--- config.mk ---
export PLATFORM = sky130hd
export DESIGN_NAME = dsiq_sample_reader
export DESIGN_NICKNAME = d
export VERILOG_FILES = /design/src/rtl/dsiq_sample_reader.sv
export SDC_FILE = /design/constraint.sdc
export NUM_CORES = 1
export LEC_CHECK = 0
export CAP_MARGIN = 20
export CORE_MARGIN = 2
export CORE_UTILIZATION = 40
export DETAILED_ROUTE_END_ITERATION = 6
export PLACE_DENSITY = 0.91
export SYNTH_ARGS = -nofsm -noshare
export SYNTH_HDL_FRONTEND = slang
export SYNTH_SLANG_ARGS = --single-unit
--- constraint.sdc ---
create_clock -name clk -period 2.5 [get_ports clk]
set_input_delay 0.375 -clock clk [delete_from_list [all_inputs] [get_ports clk]]
set_output_delay 0.375 -clock clk [all_outputs]
set_load 0.01 [all_outputs]
--- src/rtl/dsiq_sample_reader.sv ---
// Downstream I/Q sample reader: pops one 36-bit word per DAC strobe from a showahead FIFO and unpacks signed I/Q.
// Latency: pop in the strobe cycle, sample registered one cycle later. Backpressure: fifo_tready is combinational.
// Start-up and underrun recovery are gated on the FIFO fill reaching PREFILL.
module dsiq_sample_reader #(
    parameter logic [10:0] PREFILL       = 11'd256,
    parameter bit          DRAIN_ON_IDLE = 1'b1
) (
    input  logic        clk,
    input  logic        rst,
    input  logic [35:0] fifo_tdata,
    input  logic        fifo_tvalid,
    output logic        fifo_tready,
    input  logic [10:0] fifo_tlength,
    input  logic        tx_enable,
    input  logic        sample_strobe,
    output logic [15:0] i_out,
    output logic [15:0] q_out,
    output logic        out_valid,
    output logic        frame_last,
    output logic [15:0] underrun_count,
    output logic [1:0]  state
);

    typedef enum logic [1:0] {
        S_IDLE     = 2'd0,
        S_PREFILL  = 2'd1,
        S_RUN      = 2'd2,
        S_UNDERRUN = 2'd3
    } state_t;

    state_t cur_state;

    logic        fill_ok;
    logic        run_pop;
    logic        run_underrun;
    logic [15:0] head_i;
    logic [15:0] head_q;
    logic        head_last;
    logic [2:0]  lane_flags_unused;

    // Lane n occupies bits [9n+8:9n] as {flag, byte}; lane0 is the first byte received.
    assign head_i            = {fifo_tdata[7:0],   fifo_tdata[16:9]};
    assign head_q            = {fifo_tdata[25:18], fifo_tdata[34:27]};
    assign head_last         = fifo_tdata[35];
    assign lane_flags_unused = {fifo_tdata[26], fifo_tdata[17], fifo_tdata[8]};

    assign fill_ok      = (fifo_tlength >= PREFILL);
    assign run_pop      = (cur_state == S_RUN) && tx_enable && sample_strobe && fifo_tvalid;
    assign run_underrun = (cur_state == S_RUN) && tx_enable && sample_strobe && !fifo_tvalid;
    assign state        = cur_state;

    always_comb begin
        fifo_tready = 1'b0;
        if (!rst) begin
            if (cur_state == S_IDLE && DRAIN_ON_IDLE)
                fifo_tready = fifo_tvalid;
            else
                fifo_tready = run_pop;
        end
    end

    always_ff @(posedge clk) begin
        if (rst) begin
            cur_state      <= S_IDLE;
            i_out          <= 16'd0;
            q_out          <= 16'd0;
            out_valid      <= 1'b0;
            frame_last     <= 1'b0;
            underrun_count <= 16'd0;
        end else begin
            out_valid <= sample_strobe;
            // Every strobe yields a sample; anything other than a real pop emits silence.
            if (sample_strobe) begin
                i_out      <= run_pop ? head_i : 16'd0;
                q_out      <= run_pop ? head_q : 16'd0;
                frame_last <= run_pop & head_last;
            end

            if (run_underrun && underrun_count != 16'hFFFF)
                underrun_count <= underrun_count + 16'd1;

            if (!tx_enable) begin
                cur_state <= S_IDLE;
            end else begin
                case (cur_state)
                    S_IDLE:     cur_state <= S_PREFILL;
                    S_PREFILL:  if (fill_ok) cur_state <= S_RUN;
                    S_RUN:      if (run_underrun) cur_state <= S_UNDERRUN;
                    S_UNDERRUN: if (fill_ok) cur_state <= S_RUN;
                    default:    cur_state <= S_IDLE;
                endcase
            end
        end
    end

endmodule

==> results.toml <==
[synth]
synth-seq-cells = 52
synth_edf_count = 0
ys_warn_count = 0
avgSynthCellArea_sq_um = 8.53
synth_area_sq_mm = 0.00219
yosysTopAreaCellShare = 0.475
syn-instance-count = 257
synth_commonest_cells = "dfxtp_1 (52), a21oi_1 (45), nor2_1 (41), nor2b_1 (32), clkbuf_1 (14)"
ys_seq_area_frac = 0.475
synth_area_leader_cell = "dfxtp_1"
ys_top_cells_by_area = "dfxtp_1 (47%), a21oi_1 (10%), nor2b_1 (9.1%), nor2_1 (7.0%), clkbuf_1 (2.4%)"
syn_nets = 310
yosysUniqueCellTypes = 36
synth-async-reset-ratio = 0
synth.most_common_cell = "dfxtp_1"
synthFlopType = "dfxtp_1"

[clock_network]
cts_made_buffers = 5
clock-sinks = 52
cts-htree-levels = 2
post_cts_buffers = 0
cts_resized = 0
clk_latency_ps = 310
tritoncts = "yes"
ctsHoldBuffers = 0
cts_root_buffer = "clkbuf_8"
path_clk_slew_ps = 90
clock_path_buffers = 2

[placement]
io_buffers = 93
gp_congestion = 0.859
hpwl_mm = 4.13

[timing]
fin_hold_ws_ps = 426
timing.final.crit_share = 0.868
timing.slew.headroom = 0.641
setup_viol = 0
tightest_slew_ps = 538
min_period_ps = 2170
fin_skew_ps = 5.45
max_freq_mhz = 461
finalHoldViolations = 0
tns_ps = 0
rsz0062_at_grt = "no"
slew_violations = 0

[worst_setup_path]
worstSetupPathType = "in2out"
worst_setup_path_end_kind = "primary output"
reg2regPathDepth = 5
crit_fanout = 4
r2r_slack_ps = 550
r2r_end = "underrun_count[14]"
cp.required_ps = 2120
r2r-start = "underrun_count[0]"
cp_data_arrival_time_ps = 1790
critPathLaunchType = "input port"
crit_path_start = "sample_strobe"

[detailed_routing]
wl_per_cell_microns = 14.0
finalWirelength_mm = 5.87
dr.pass1.iters = 4
initialDrtViolationCount = 101
vias_per_cell = 5.21
drt.antenna.violating_nets = 0
drc = 0
vias = 2184

[global_route]
grt_max_degree = 54
grt_usage = 0.193
grt_overflow_total = 0
grt_pass1_vias = 2084
grt_pass1_wl_mm = 9.45
antenna_found_initial = 0

[floorplan]
rows = 26
floorplan.initialDensity = 0.421
design.core.area_sq_mm = 0.00520
io_pins = 105
die_w_microns = 78.1
die_y_microns = 78.1
die-area_sq_mm = 0.00609

[final_layout]
nNetsFinal = 401
area_growth_pct = 50.5
antenna_cells = 0
drive_gt1_frac = 0.0802

[power]
p_leak_nw = 1.18
p_per_area_mw_per_mm2 = 463
vdd_drop_max_mv = 0.317

[worst_hold_path]
min_path_type = "in2reg"
whs_path_depth = 4
min_from = "rst"
worstHoldEndpoint = "state[0]"

[job]
cap_violations = 0

[status]
status = "finished clean"
layout by cell type, fill, tap and decap left out, types with 2 or more instances in the layout:
| master | instances |
|---|---|
| clkdlybuf4s50_1 | 92 |
| dfxtp_1 | 52 |
| a21oi_1 | 45 |
| nor2_1 | 41 |
| nor2b_1 | 32 |
| nand2_1 | 7 |
| buf_4 | 7 |
| o31ai_1 | 6 |
| nand4_1 | 5 |
| or4_1 | 5 |
| clkbuf_8 | 5 |
| nor3_1 | 4 |
| o21ai_0 | 4 |
| inv_1 | 3 |
| mux2_2 | 3 |
| or3_1 | 3 |
| and2b_2 | 3 |
| nand3_1 | 2 |
| and3_1 | 2 |
| nand2b_1 | 2 |
| and4_1 | 2 |
| nor4_1 | 2 |
| nand4b_1 | 2 |
| o311ai_0 | 2 |
| o41ai_1 | 2 |
| and2b_1 | 2 |
routing by layer:
metal,track usage,part of all wire,routed length [microns]
met1,0.220,0.40,2370
met2,0.338,0.52,3030
met3,0.0667,0.068,399
met4,0.0632,0.012,70
met5,0,0,0
kinds of logic (layout without fill, tap and decap cells):
family | after synthesis | in the layout | synth area share
and+or+nand+nor | 122 | 122 | 0.315
AOI/OAI and AO/OA | 60 | 60 | 0.152
DFF | 52 | 52 | 0.475
buffers and inverters | 19 | 111 | 0.0365
muxes | 3 | 3 | 0.0154
adders and majority gates | 1 | 1 | 0.00570
how the worst max path moves through the flow:
stage,to,cells past startpoint
after global routing,fifo_tready,4
after global placement,underrun_count[10],5
after detailed placement,underrun_count[10],5
after floorplan,underrun_count[14],5
final,fifo_tready,4
after CTS,fifo_tready,4
area by class of cell:
class	count	area, sq um
flip-flops and latches	52	1040
repair buffers	100	978
multi-input cells	186	1070
inverters	3	11.3
well taps	70	87.6
clock buffers	5	68.8
clock inverters	3	42.5
fillers	440	1900
critical path, stage by stage:
cell	delay [ps]
clkdlybuf4s50_1	570
nand2_1	80
a21oi_1	200
clkdlybuf4s50_1	570
registers in the layout, summed over array words and instances, names as in the netlist:
| name | cells |
|---|---|
| frame_last | 1 |
| i_out | 16 |
| out_valid | 1 |
| q_out | 16 |
| state | 2 |
| underrun_count | 16 |
metrics by stage:
| step | cell area [sq um] | total power, mW | std cells | utilization | worst slack [ps] |
|---|---|---|---|---|---|
| 6_report | 3300 | 1.53 | 419 | 0.634 | 331 |
| 4_1_cts | 3300 | 1.54 | 419 | 0.634 | 322 |
| 5_1_grt | 3300 | 1.59 | 419 | 0.634 | 276 |
| 2_1_floorplan | 2190 | 0.889 | 257 | - | 673 |
| 3_5_place_dp | 3190 | 0.969 | 411 | 0.613 | 187 |
| 3_3_place_gp | 3190 | 0.968 | 411 | 0.613 | 235 |
report_power, final:
group / total [mW] / switching, mW / internal [mW]
Combinational: 0.116 / 0.0444 / 0.0712
Sequential: 0.834 / 0.00289 / 0.831
Clock: 0.581 / 0.284 / 0.297
Total: 1.53 / 0.331 / 1.20
Note: power is estimated with default switching activity, not from simulation.
